==> src/rtl/gemm_pkg.sv <==
// Shared types for the tile command scheduler: command bundle, FSM encoding, index-width helper.
// Pure declarations; no latency, no flow control.
package gemm_pkg;

  typedef struct packed {
    logic [15:0] left_addr;
    logic [15:0] right_addr;
    logic [7:0]  dim_b;
    logic [7:0]  dim_c;
    logic [7:0]  dim_v;
    logic        left_man_4b;
    logic        right_man_4b;
    logic        loop_over_left;
  } tile_cmd_t;

  // Encoding 2 is reserved so the debug state field stays stable across builds.
  typedef enum logic [1:0] {
    ST_IDLE          = 2'd0,
    ST_ISSUE         = 2'd1,
    ST_TIMEOUT_FLUSH = 2'd3
  } sched_state_t;

  function automatic int ce_idx_w(input int num_ce);
    return (num_ce > 1) ? $clog2(num_ce) : 1;
  endfunction

endpackage

==> src/rtl/tile_sched_rr_arb.sv <==
// Rotating-priority arbiter: first requester strictly after ptr wins, wrapping at N.
// Combinational, zero latency; no backpressure (grant is advisory until the caller commits).
module tile_sched_rr_arb
  import gemm_pkg::*;
#(
  parameter int N  = 4,
  parameter int IW = ce_idx_w(N)
) (
  input  logic [N-1:0]  req,
  input  logic [IW-1:0] ptr,
  output logic [N-1:0]  gnt,
  output logic [IW-1:0] gnt_idx,
  output logic          any_gnt
);

  logic [IW-1:0] idx;

  always_comb begin
    gnt     = '0;
    gnt_idx = '0;
    any_gnt = 1'b0;
    idx     = '0;
    // Offset 1..N visits every engine once, ptr itself last.
    for (int k = 1; k <= N; k++) begin
      idx = IW'((int'(ptr) + k) % N);
      if (!any_gnt && req[idx]) begin
        any_gnt  = 1'b1;
        gnt[idx] = 1'b1;
        gnt_idx  = idx;
      end
    end
  end

endmodule

==> src/rtl/tile_cmd_scheduler.sv <==
// Issues TILE commands round-robin to idle, non-afull engines; drops zero-dim commands. Optional TILE_SCHED_WATCHDOG_EN.
// Latency: accept at T, one-hot tile_en at T+1, busy visible at T+2; one issue per 2 cycles.
// Backpressure: o_cmd_ready low outside ST_IDLE or when no engine is eligible (zero-dim commands always taken in ST_IDLE).
module tile_cmd_scheduler
  import gemm_pkg::*;
#(
  parameter int NUM_CE         = 4,
  parameter int CNT_W          = 16,
  parameter int TIMEOUT_CYCLES = 65535
) (
  input  logic              i_clk,
  input  logic              i_reset,
  input  logic              i_cmd_valid,
  output logic              o_cmd_ready,
  input  logic [15:0]       i_cmd_left_addr,
  input  logic [15:0]       i_cmd_right_addr,
  input  logic [7:0]        i_cmd_dim_b,
  input  logic [7:0]        i_cmd_dim_c,
  input  logic [7:0]        i_cmd_dim_v,
  input  logic              i_cmd_left_man_4b,
  input  logic              i_cmd_right_man_4b,
  input  logic              i_cmd_loop_over_left,
  output logic [NUM_CE-1:0] o_ce_tile_en,
  output logic [15:0]       o_ce_left_addr,
  output logic [15:0]       o_ce_right_addr,
  output logic [7:0]        o_ce_dim_b,
  output logic [7:0]        o_ce_dim_c,
  output logic [7:0]        o_ce_dim_v,
  output logic              o_ce_left_man_4b,
  output logic              o_ce_right_man_4b,
  output logic              o_ce_loop_over_left,
  input  logic [NUM_CE-1:0] i_ce_tile_done,
  input  logic [NUM_CE-1:0] i_ce_result_afull,
  output logic [NUM_CE-1:0] o_ce_busy,
  output logic              o_all_idle,
  output logic [CNT_W-1:0]  o_issue_count,
  output logic [CNT_W-1:0]  o_done_count,
  output logic [CNT_W-1:0]  o_drop_count,
  output logic              o_err_zero_dim,
  output logic              o_err_spurious_done,
  output logic [1:0]        o_state
`ifdef TILE_SCHED_WATCHDOG_EN
  ,
  output logic [NUM_CE-1:0] o_err_timeout
`endif
);

  localparam int IW = ce_idx_w(NUM_CE);

  if (NUM_CE < 2 || NUM_CE > 16 || TIMEOUT_CYCLES < 1) begin : g_bad_param
    $error("tile_cmd_scheduler: NUM_CE must be 2..16 and TIMEOUT_CYCLES >= 1");
  end

  sched_state_t      state_q, state_d;
  logic [NUM_CE-1:0] busy_q, busy_d;
  logic [NUM_CE-1:0] tile_en_q, tile_en_d;
  tile_cmd_t         bus_q, bus_d;
  logic [IW-1:0]     ptr_q, ptr_d;
  logic [CNT_W-1:0]  issue_cnt_q, issue_cnt_d;
  logic [CNT_W-1:0]  done_cnt_q, done_cnt_d;
  logic [CNT_W-1:0]  drop_cnt_q, drop_cnt_d;
  logic              err_zero_q, err_zero_d;
  logic              err_spur_q, err_spur_d;

  tile_cmd_t         cmd_in;
  logic [NUM_CE-1:0] eligible, arb_gnt, done_ok, done_bad;
  logic [IW-1:0]     arb_idx;
  logic              arb_any, zero_dim, cmd_fire;
  logic [CNT_W-1:0]  done_inc;

  always_comb begin
    cmd_in.left_addr      = i_cmd_left_addr;
    cmd_in.right_addr     = i_cmd_right_addr;
    cmd_in.dim_b          = i_cmd_dim_b;
    cmd_in.dim_c          = i_cmd_dim_c;
    cmd_in.dim_v          = i_cmd_dim_v;
    cmd_in.left_man_4b    = i_cmd_left_man_4b;
    cmd_in.right_man_4b   = i_cmd_right_man_4b;
    cmd_in.loop_over_left = i_cmd_loop_over_left;
  end

  assign eligible = ~busy_q & ~i_ce_result_afull;
  assign zero_dim = (i_cmd_dim_b == 8'd0) || (i_cmd_dim_c == 8'd0) || (i_cmd_dim_v == 8'd0);
  assign o_cmd_ready = (state_q == ST_IDLE) && (arb_any || zero_dim);
  assign cmd_fire = i_cmd_valid && o_cmd_ready;
  assign done_ok  = i_ce_tile_done & busy_q;
  assign done_bad = i_ce_tile_done & ~busy_q;

  tile_sched_rr_arb #(.N(NUM_CE), .IW(IW)) u_arb (
    .req     (eligible),
    .ptr     (ptr_q),
    .gnt     (arb_gnt),
    .gnt_idx (arb_idx),
    .any_gnt (arb_any)
  );

  always_comb begin
    done_inc = '0;
    for (int i = 0; i < NUM_CE; i++) begin
      done_inc = done_inc + CNT_W'(done_ok[i]);
    end
  end

`ifdef TILE_SCHED_WATCHDOG_EN
  localparam int WD_W = $clog2(TIMEOUT_CYCLES + 1);

  logic [WD_W-1:0]   wd_q [NUM_CE];
  logic [WD_W-1:0]   wd_d [NUM_CE];
  logic [NUM_CE-1:0] timeout_hit;
  logic [NUM_CE-1:0] err_to_q, err_to_d;

  // Hit on the TIMEOUT_CYCLES-th busy cycle so busy clears after exactly that many.
  always_comb begin
    for (int i = 0; i < NUM_CE; i++) begin
      timeout_hit[i] = busy_q[i] && !done_ok[i] && (wd_q[i] == WD_W'(TIMEOUT_CYCLES - 1));
      wd_d[i] = (busy_q[i] && !done_ok[i] && !timeout_hit[i]) ? wd_q[i] + 1'b1 : '0;
    end
    err_to_d = err_to_q | timeout_hit;
  end

  always_ff @(posedge i_clk or posedge i_reset) begin
    if (i_reset) begin
      err_to_q <= '0;
      for (int i = 0; i < NUM_CE; i++) wd_q[i] <= '0;
    end else begin
      err_to_q <= err_to_d;
      for (int i = 0; i < NUM_CE; i++) wd_q[i] <= wd_d[i];
    end
  end

  assign o_err_timeout = err_to_q;
`endif

  always_comb begin
    state_d     = state_q;
    busy_d      = (busy_q & ~done_ok) | tile_en_q;
    tile_en_d   = '0;
    bus_d       = bus_q;
    ptr_d       = ptr_q;
    issue_cnt_d = issue_cnt_q;
    done_cnt_d  = done_cnt_q + done_inc;
    drop_cnt_d  = drop_cnt_q;
    err_zero_d  = err_zero_q;
    err_spur_d  = err_spur_q | (|done_bad);
`ifdef TILE_SCHED_WATCHDOG_EN
    busy_d = busy_d & ~timeout_hit;
`endif
    case (state_q)
      ST_IDLE: begin
        if (cmd_fire) begin
          if (zero_dim) begin
            drop_cnt_d = drop_cnt_q + 1'b1;
            err_zero_d = 1'b1;
          end else begin
            bus_d     = cmd_in;
            tile_en_d = arb_gnt;
            ptr_d     = arb_idx;
            state_d   = ST_ISSUE;
          end
        end
      end
      ST_ISSUE: begin
        issue_cnt_d = issue_cnt_q + 1'b1;
        state_d     = ST_IDLE;
`ifdef TILE_SCHED_WATCHDOG_EN
        if (|timeout_hit) state_d = ST_TIMEOUT_FLUSH;
`endif
      end
      ST_TIMEOUT_FLUSH: state_d = ST_IDLE;
      default:          state_d = ST_IDLE;
    endcase
  end

  always_ff @(posedge i_clk or posedge i_reset) begin
    if (i_reset) begin
      state_q     <= ST_IDLE;
      busy_q      <= '0;
      tile_en_q   <= '0;
      bus_q       <= '0;
      ptr_q       <= IW'(NUM_CE - 1);
      issue_cnt_q <= '0;
      done_cnt_q  <= '0;
      drop_cnt_q  <= '0;
      err_zero_q  <= 1'b0;
      err_spur_q  <= 1'b0;
    end else begin
      state_q     <= state_d;
      busy_q      <= busy_d;
      tile_en_q   <= tile_en_d;
      bus_q       <= bus_d;
      ptr_q       <= ptr_d;
      issue_cnt_q <= issue_cnt_d;
      done_cnt_q  <= done_cnt_d;
      drop_cnt_q  <= drop_cnt_d;
      err_zero_q  <= err_zero_d;
      err_spur_q  <= err_spur_d;
    end
  end

  assign o_ce_tile_en        = tile_en_q;
  assign o_ce_left_addr      = bus_q.left_addr;
  assign o_ce_right_addr     = bus_q.right_addr;
  assign o_ce_dim_b          = bus_q.dim_b;
  assign o_ce_dim_c          = bus_q.dim_c;
  assign o_ce_dim_v          = bus_q.dim_v;
  assign o_ce_left_man_4b    = bus_q.left_man_4b;
  assign o_ce_right_man_4b   = bus_q.right_man_4b;
  assign o_ce_loop_over_left = bus_q.loop_over_left;
  assign o_ce_busy           = busy_q;
  assign o_all_idle          = (state_q == ST_IDLE) && (busy_q == '0);
  assign o_issue_count       = issue_cnt_q;
  assign o_done_count        = done_cnt_q;
  assign o_drop_count        = drop_cnt_q;
  assign o_err_zero_dim      = err_zero_q;
  assign o_err_spurious_done = err_spur_q;
  assign o_state             = state_q;

endmodule

==> config.mk <==
export PLATFORM = sky130hd
export DESIGN_NAME = tile_cmd_scheduler
export DESIGN_NICKNAME = d
export VERILOG_FILES = /design/src/rtl/gemm_pkg.sv /design/src/rtl/tile_sched_rr_arb.sv /design/src/rtl/tile_cmd_scheduler.sv
export SDC_FILE = /design/constraint.sdc
export NUM_CORES = 1
export LEC_CHECK = 0
export BUFFER_PORTS_ARGS = -buffer_cell sky130_fd_sc_hd__buf_2
export CORE_MARGIN = 2
export CORE_UTILIZATION = 37
export CTS_CLUSTER_SIZE = 10
export DETAILED_ROUTE_END_ITERATION = 6
export GPL_ROUTABILITY_DRIVEN = 0
export PLACE_DENSITY = 0.6
export SLEW_MARGIN = 15
export SYNTH_ARGS = -nofsm -noshare
export SYNTH_HDL_FRONTEND = slang
export SYNTH_HIERARCHICAL = 1
export SYNTH_SLANG_ARGS = --single-unit
export TNS_END_PERCENT = 30
==> constraint.sdc <==
create_clock -name i_clk -period 5.9 [get_ports i_clk]
set_input_delay 0.295 -clock i_clk [delete_from_list [all_inputs] [get_ports i_clk]]
set_output_delay 0.295 -clock i_clk [all_outputs]
set_load 0.02 [all_outputs]
==> results.yml, run 1 <==
route:
  wl_per_cell_um: 15.15
  drt-pass1-iter-count: 5
  post-route-drc-count: 0
  ant_nets: 0
  dr_total_vias: 4186
  routed_wl_mm: 12.75
  first_iter_violations: 323
  viasPerCell: 4.971
placed_design:
  numPortBuffers: 189
  dp_slack_ns: 3.209
  post_dp_cell_area_um2: 6674
  dp_hpwl_mm: 9.243
  dp_cells: 811
cts:
  numCtsBuffers: 17
  clk_latency_ns: 0.42
  path_clk_slew_ns: 0.06
  cts_num_sinks: 120
  cts_tree: "yes"
  cts_resized: 0
  postCtsHoldBufs: 0
  clock_path_buffers: 2
  cts_root_buf: "clkbuf_16"
  cts_max_level: 4
  postCtsSetupBuffers: 0
yosys:
  ys_ff_latch: 120
  synthTopCellsByArea: "dfrtp_1, mux2_2, xnor2_1"
  synth_top_area_share_pct: 52.46
  yosys-top-cells-count: "dfrtp_1, mux2_2, xnor2_1"
  syn_area_um2: 5629
  yosysUniqueCellTypes: 52
  synth_edf_count: 0
  synth_warnings: 6
  synth_ff_type: "dfrtp_1"
  avgSynthCellArea_um2: 12.51
  synth_cells: 450
  syn_nets: 534
  ys_seq_area_share_pct: 53.39
  yosys.area.top_type: "dfrtp_1"
  synthArstFlopShare_pct: 100.0
  synth_most_common_cell: "dfrtp_1"
finish:
  utilization_pct: 48.35
  diodes: 0
  area.growth.synth_to_final_pct: 29.12
  drive_gt1_share_pct: 45.41
  nets: 726
  stdcell_count: 842
  fin_area_um2: 7268
sta:
  fin_worst_skew_ns: 0.01319
  worst_slack_ns: 3.180
  fmax_ghz: 0.3677
  slew_headroom_pct: 44.40
  tns_ns: 0
  hold-worst-slack_ns: -0.02920
  post-route-period-util_pct: 46.10
  worstMarginPinSlew_ns: 0.8340
  hold_violations: 19
  slew_violations: 0
  grt_setup_unrepaired: "false"
  setup-violations-final: 0
  finalCriticalPeriod_ns: 2.720
global_routing:
  grt_start_max_net_pins: 66
  grt_pass1_vias: 4170
  grt_first_pass_wirelength_mm: 20.76
  grt_antenna_before_repair: 0
  grt.total_usage_pct: 16.28
  overflow: 0
pwr:
  switchingPower_mw: 1.196
  cellPowerDensity_nw_per_um2: 462.7
  total_power_mw: 3.363
  p_leak_nw: 3.603
  clkPwrFrac_pct: 31.1
  netSwitchingFraction_pct: 35.56
  internal_power_mw: 2.167
  p_comb_share_pct: 33.4
  vdd_drop_max_v: 0.0001894
  p_seq_share_pct: 35.5
floorplanning:
  dieWidth_um: 127.3
  rows: 45
  initial_core_util_pct: 37.44
  die_h_um: 127.3
  io_pins: 191
  die_area_um2: 16220
  core_um2: 15030
outcome:
  violations: "hold timing"
  status: "finished with violations"
hold_path:
  hold_class: "primary input to async pin"
critical_path:
  worstPathMaxFanout: 21
  criticalPathCategory: "flip-flop to flip-flop"
  cp.arrival_ns: 3.02
  cp-start-kind: "flip-flop"
  worstPathRequired_ns: 6.20
  cp-end-kind: "flip-flop"
run:
  max_cap_viol_count: 0
cell usage in the layout, fill, tap and decap left out, types with 4 or more instances in the layout:
cell	Yosys	routed
nand4_1	24	24
or3_1	5	5
xnor2_1	34	34
and2_1	4	4
buf_2	3	189
clkinv_2	0	4
mux2_4	11	11
inv_1	19	18
nand2_1	30	30
mux2_2	53	53
and3_1	7	7
a21o_1	4	4
nor4_1	6	6
dfrtp_1	118	118
o31ai_1	4	4
clkbuf_16	0	17
nor2_1	23	23
a21oi_1	4	4
xor2_1	10	10
a2111o_1	4	4
nand3_1	13	13
a31oi_1	5	5
ha_1	11	11
path summary, 6_finish.rpt:
kind                       cells after the start                        endpoint  slack, ns                      start
max                                            7       o_ce_tile_en[3]$_DFF_PP0_       3.18       ptr_q[0]$_DFFE_PP1P_
min reg2reg                                    1          o_ce_busy[2]$_DFF_PP0_       0.46  o_ce_tile_en[2]$_DFF_PP0_
min                                            2   o_issue_count[15]$_DFFE_PP0P_      -0.03                    i_reset
max reg2reg                                    7       o_ce_tile_en[3]$_DFF_PP0_       3.18       ptr_q[0]$_DFFE_PP1P_
min in group i_clk                             2   o_ce_left_addr[2]$_DFFE_PP0P_       0.10         i_cmd_left_addr[2]
max in group asynchronous                      3  o_ce_left_addr[10]$_DFFE_PP0P_       4.61                    i_reset
critical path: stages, from the launching register on:
cell and delay [ns]:
dfstp_2 0.77, inv_1 0.17, ha_1 0.52, inv_1 0.20, a31oi_1 0.34, o31ai_1 0.12, a2111o_1 0.34, and2_1 0.13
per-layer routing:
layer	vias up	part of all wire, %	GRT usage [%]
met2	150	46	24.72
met5	-	0	0
met4	0	2.4	7.563
met1	2034	44	20.71
li1	1976	-	-
met3	26	7.6	6.072
sequential cells by signal, summed over array words and instances, names as in the netlist:
register,cells
o_ce_right_man_4b,1
o_drop_count,16
o_ce_tile_en,4
o_ce_right_addr,16
o_err_zero_dim,1
o_err_spurious_done,1
o_ce_dim_v,8
o_ce_dim_c,8
o_ce_left_man_4b,1
o_ce_left_addr,16
o_ce_loop_over_left,1
o_issue_count,16
o_ce_busy,4
o_ce_dim_b,8
ptr_q,2
o_done_count,16
o_state,1
power by group through the flow:
stage | sequential [mW] | combinational, mW | clock (mW)
global route | 1.23 | 1.22 | 1.11
floorplan | 1.40 | 0.604 | 0
CTS | 1.20 | 1.13 | 1.07
detailed placement | 1.21 | 1.13 | 0
global placement | 1.20 | 1.12 | 0
finish | 1.19 | 1.12 | 1.05
kinds of logic after synthesis:
kind of cell	after synthesis	share of synthesized area, %
AO/OA/AOI/OAI	35	5.001
adder cells (fa/ha/maj)	14	3.512
other	1	0.06662
multiplexers	69	14.87
buffers and inverters	37	3.979
flip-flops	120	53.39
AND/OR/NAND/NOR	130	12.34
XOR/XNOR	44	6.846
final cells by class:
| type | count | area [um2] |
|---|---|---|
| Clock buffer | 19 | 442.9 |
| Clock inverter | 12 | 151.4 |
| Fill cell | 1373 | 7765 |
| Inverter | 20 | 80.08 |
| Multi-Input combinational cell | 293 | 2400 |
| Sequential cell | 120 | 3005 |
| Tap cell | 188 | 235.2 |
| Timing Repair Buffer | 190 | 953.4 |
(Power assumes the default switching activity.)
==> inputs of run 2 (changes only) <==
Settings changed: ABC_AREA set to 1, PLACE_DENSITY 0.6 to 0.62.
Clock period 5.9 ns to 2.2 ns, I/O delays scaled along.
==> results.yml, run 2 <==
outcome:
  status: "finished with violations"
  violations: "setup timing"
route:
  wl_per_cell_um: 14.05
  first_iter_violations: 258
  dr_total_vias: 5689
  drt-pass1-iter-count: 4
  routed_wl_mm: 17.47
  post-route-drc-count: 0
  viasPerCell: 4.577
  ant_nets: 0
sta:
  fmax_ghz: 0.4386
  tns_ns: -0.3070
  worst_slack_ns: -0.07989
  grt_setup_unrepaired: "true"
  hold-worst-slack_ns: 0.02340
  worstMarginPinSlew_ns: 0.7439
  setup-violations-final: 7
  post-route-period-util_pct: 103.6
  finalCriticalPeriod_ns: 2.280
  slew_headroom_pct: 50.30
  fin_worst_skew_ns: 0.01016
  hold_violations: 0
  slew_violations: 0
finish:
  utilization_pct: 59.18
  drive_gt1_share_pct: 37.82
  mostFrequentLayoutCells: "nand2_1, buf_2, dfrtp_1"
  layout.area.seq_um2: 3005
  layout_commonest_cell: "nand2_1"
  nets: 1097
  area.growth.synth_to_final_pct: 58.19
  stdcell_count: 1243
  multiInputGateArea_um2: 2756
  fillers: 1346
global_routing:
  grt_first_pass_wirelength_mm: 25.92
  use_met3_pct: 5.945
  grt_pass1_vias: 5422
  use_met1_pct: 24.45
  grt_antenna_before_repair: 0
  grt_start_max_net_pins: 33
  grt.total_usage_pct: 19.51
  overflow: 0
  use_met2_pct: 32.46
  gr-max-usage-layer: "met2"
pwr:
  p_seq_share_pct: 28.6
  netSwitchingFraction_pct: 41.02
  internal_power_mw: 7.303
  cellPowerDensity_nw_per_um2: 1332
  switchingPower_mw: 5.080
  vdd_drop_max_v: 0.0007291
  p_leak_nw: 4.837
  p_comb_share_pct: 47.2
  clkPwrFrac_pct: 24.2
floorplanning:
  rows: 46
  core_um2: 15710
  dieWidth_um: 130.0
  die_area_um2: 16910
  initial_core_util_pct: 37.41
  die_h_um: 130.0
  io_pins: 191
placed_design:
  dp_hpwl_mm: 10.98
  dp_cells: 1123
  numPortBuffers: 189
yosys:
  syn_nets: 783
  synth_ff_type: "dfrtp_1"
  yosysUniqueCellTypes: 37
  synthArstFlopShare_pct: 100.0
  syn_area_um2: 5878
  ys_ff_latch: 120
  synth_warnings: 6
  yosys.area.top_type: "dfrtp_1"
  ys_seq_area_share_pct: 51.13
  synth_cells: 699
  avgSynthCellArea_um2: 8.409
  synth_edf_count: 0
  synth_top_area_share_pct: 50.23
  yosys-top-cells-count: "nand2_1, dfrtp_1, inv_1"
  synth_most_common_cell: "nand2_1"
  synthTopCellsByArea: "dfrtp_1, nand2_1, inv_1"
cts:
  numCtsBuffers: 17
  cts_root_buf: "clkbuf_16"
  clk_latency_ns: 0.42
  cts_tree: "yes"
  path_clk_slew_ns: 0.06
  cts_max_level: 4
  clock_path_buffers: 2
  cts_num_sinks: 120
critical_path:
  worstPathRequired_ns: 2.50
  cp-end-kind: "flip-flop"
  worstPathMaxFanout: 2
  cp.arrival_ns: 2.58
  cp-start-kind: "flip-flop"
  criticalPathCategory: "flip-flop to flip-flop"
run:
  max_cap_viol_count: 0
hold_path:
  hold_class: "primary input to flip-flop"
## run 2: cell types whose count changed after synthesis, moves of 20 or more
cell | before | now
inv_1 | 19 | 67
mux2_2 | 53 | 0
nand2_1 | 30 | 255
xnor2_1 | 34 | 14
nand3_1 | 13 | 33
nor2_1 | 23 | 53
o21ai_1 | 0 | 31
## run 2: routing by layer
layer / part of all wire, % / routed length [um]
met1: 43 / 7524
met2: 50 / 8669
met3: 5.8 / 1019
met4: 1.5 / 255
met5: 0 / 0
## run 2: through the flow
step / power, mW / setup slack, ns / instance area [um2]
floorplan: 6.505 / -0.3900 / 5882
global placement: 8.138 / -0.2444 / 7330
detailed placement: 8.190 / -0.2730 / 7330
CTS: 11.55 / -0.09847 / 8713
global route: 13.10 / -0.2113 / 9296
finish: 12.38 / -0.07989 / 9299
## run 2: what timing repair did
action,CTS,global route
setup endpoints to repair,75,75
gates resized for setup,16,96
gates cloned,1,10
hold buffers,64,0
endpoints found under the hold margin,86,0
pin swaps,16,20
setup buffers,4,8
## run 2: cell families after synthesis
logic type | after synthesis | synth area share (%)
other cells | 1 | 0.06380
simple gates | 383 | 27.93
fa+ha+maj | 14 | 3.363
xor+xnor | 34 | 5.066
buf+inv | 94 | 7.407
flops | 120 | 51.13
compound gates | 53 | 5.045
## run 2: power groups by stage
stage	clock network (mW)	registers, mW	logic (mW)
6_report	3.00	3.54	5.85
3_5_place_dp	0	3.46	4.73
2_1_floorplan	0	4.32	2.19
3_3_place_gp	0	3.48	4.66
4_1_cts	3.06	3.47	5.03
5_1_grt	3.15	3.62	6.33
## run 2: path summary, 6_finish.rpt
check,start,end,slack (ns),cells after the start
worst min register to register,o_ce_tile_en[1]$_DFF_PP0_,o_ce_busy[1]$_DFF_PP0_,0.45,1
worst max register to register,o_ce_busy[0]$_DFF_PP0_,o_done_count[4]$_DFF_PP0_,-0.08,10
worst max-delay path,o_ce_busy[0]$_DFF_PP0_,o_done_count[4]$_DFF_PP0_,-0.08,10
min in group asynchronous,i_reset,o_ce_dim_b[3]$_DFFE_PP0P_,0.37,3
max in group asynchronous,i_reset,o_done_count[7]$_DFF_PP0_,1.19,4
worst min-delay path,i_ce_tile_done[1],o_ce_busy[1]$_DFF_PP0_,0.02,3
## run 2: cell type report
class	count	share of cell area, %
antenna	1	0.02691
clock buffer	18	4.723
clock inverter	14	2.126
inverter	75	3.337
multi-input combinational	486	29.64
sequential	120	32.32
tap	216	2.906
timing repair buffer	313	24.92
## run 2: critical path, stage by stage, from the launching register on
cell and delay [ns]:
dfrtp_1 0.36, nand2_2 0.07, fa_1 0.49, fa_2 0.35, inv_2 0.07, fa_2 0.23, nand3_4 0.09, buf_4 0.15
buf_6 0.11, buf_4 0.12, xor2_1 0.13
==> inputs of run 3 (changes only) <==
--- a/constraint.sdc
+++ b/constraint.sdc
@@ -3,2 +3,2 @@
 set_output_delay 0.11 -clock i_clk [all_outputs]
-set_load 0.02 [all_outputs]
+set_load 0.005 [all_outputs]
==> results.yml, run 3 (same netlist as run 2, synthesis figures left out) <==
critical_path:
  cp.arrival_ns: 2.58
  r2r_slack_ns: -0.08
  worstRegToRegCells: 10
  crit_path_end: "o_done_count[4]$_DFF_PP0_"
  cp-start-kind: "flip-flop"
  cp-end-kind: "flip-flop"
  reg2reg_to: "o_done_count[4]$_DFF_PP0_"
  criticalPathCategory: "flip-flop to flip-flop"
  timing.rr.start: "o_ce_busy[0]$_DFF_PP0_"
  worstPathMaxFanout: 2
  worstPathRequired_ns: 2.50
  critPathLaunch: "o_ce_busy[0]$_DFF_PP0_"
pwr:
  p_seq_share_pct: 30.7
  internal_power_mw: 7.277
  netSwitchingFraction_pct: 36.78
  switchingPower_mw: 4.233
  vdd_drop_max_v: 0.0006789
  p_leak_nw: 4.836
  cellPowerDensity_nw_per_um2: 1238
  p_comb_share_pct: 43.2
  clkPwrFrac_pct: 26.1
  total_power_mw: 11.51
floorplanning:
  dieWidth_um: 130.0
  core_um2: 15710
  rows: 46
  die_area_um2: 16910
  io_pins: 191
  initial_core_util_pct: 37.41
  die_h_um: 130.0
finish:
  stdcell_count: 1243
  fillers: 1346
  layout_commonest_cell: "nand2_1"
  layout.area.seq_um2: 3005
  drive_gt1_share_pct: 37.82
  nets: 1097
  utilization_pct: 59.17
  area.growth.synth_to_final_pct: 58.15
  mostFrequentLayoutCells: "nand2_1, buf_2, dfrtp_1"
  multiInputGateArea_um2: 2756
  fin_area_um2: 9296
placed_design:
  dp_cells: 1123
  dp_slack_ns: -0.2730
  post_dp_cell_area_um2: 7330
  numPortBuffers: 189
  dp_hpwl_mm: 10.98
cts:
  cts_root_buf: "clkbuf_16"
  cts_tree: "yes"
  clock_path_buffers: 2
  cts_num_sinks: 120
  cts_max_level: 4
  clk_latency_ns: 0.42
  numCtsBuffers: 17
  path_clk_slew_ns: 0.06
route:
  post-route-drc-count: 0
  ant_nets: 0
  dr_total_vias: 5685
  routed_wl_mm: 17.47
  viasPerCell: 4.574
  drt-pass1-iter-count: 4
  wl_per_cell_um: 14.05
  first_iter_violations: 259
sta:
  tns_ns: -0.2789
  hold-worst-slack_ns: 0.02342
  fmax_ghz: 0.4386
  hold_violations: 0
  setup-violations-final: 7
  worstMarginPinSlew_ns: 0.7437
  slew_headroom_pct: 50.32
  post-route-period-util_pct: 103.6
  worst_slack_ns: -0.07989
  fin_worst_skew_ns: 0.01018
  finalCriticalPeriod_ns: 2.280
  slew_violations: 0
  grt_setup_unrepaired: "true"
outcome:
  violations: "setup timing"
  status: "finished with violations"
hold_path:
  hold_class: "primary input to flip-flop"
run:
  max_cap_viol_count: 0
global_routing:
  grt.total_usage_pct: 19.51
  overflow: 0
  grt_first_pass_wirelength_mm: 25.92
  grt_start_max_net_pins: 33
  grt_pass1_vias: 5422
  grt_antenna_before_repair: 0
run 3: cell counts in the layout (fill, tap and decap cells not counted):
Identical to the previous run, type by type.
run 3: power groups by stage:
stage	Clock [mW]	Combinational, mW	Sequential [mW]
floorplan	0	2.16	3.51
global placement	0	3.79	3.48
detailed placement	0	3.86	3.46
CTS	3.06	4.16	3.47
global route	3.15	5.46	3.62
finish	3.00	4.98	3.54
run 3: repair_timing:
item | CTS | global route
setup endpoints to repair | 75 | 75
hold buffers | 64 | 0
pin swaps | 16 | 20
buffers inserted | 4 | 8
resized for setup | 15 | 96
hold endpoints to repair | 86 | 0
cloned | 1 | 10
run 3: final cells by class:
type / count / area share [%]
multi-input cells: 486 / 29.65
diodes: 1 / 0.02692
repair buffers: 313 / 24.90
clock buffers: 18 / 4.724
inverters: 75 / 3.338
clock inverters: 14 / 2.127
flip-flops and latches: 120 / 32.33
well taps: 216 / 2.907
run 3: worst min-delay path by stage:
stage	from	to	slack, ns	depth (start not counted)
final	i_ce_tile_done[1]	o_ce_busy[1]$_DFF_PP0_	0.02	3
after global routing	i_ce_tile_done[1]	o_ce_busy[1]$_DFF_PP0_	0.03	3
after CTS	i_ce_tile_done[1]	o_ce_busy[1]$_DFF_PP0_	0.007	3
after detailed placement	i_reset	o_ce_dim_b[3]$_DFFE_PP0P_	0.27	2
after global placement	i_reset	o_ce_dim_b[3]$_DFFE_PP0P_	0.27	2
after floorplan	i_ce_tile_done[2]	o_ce_busy[2]$_DFF_PP0_	0.21	1
run 3: routing by layer:
layer  wire length, um  GRT usage (%)
met5                 0              0
met2              8664          32.46
met3              1019          5.945
met4               255          6.135
met1              7527          24.45
run 3: critical path: stages (launching register included):
cell and delay (ns):
dfrtp_1 0.36, nand2_2 0.07, fa_1 0.49, fa_2 0.35, inv_2 0.07, fa_2 0.23, nand3_4 0.09, buf_4 0.15
buf_6 0.11, buf_4 0.12, xor2_1 0.13
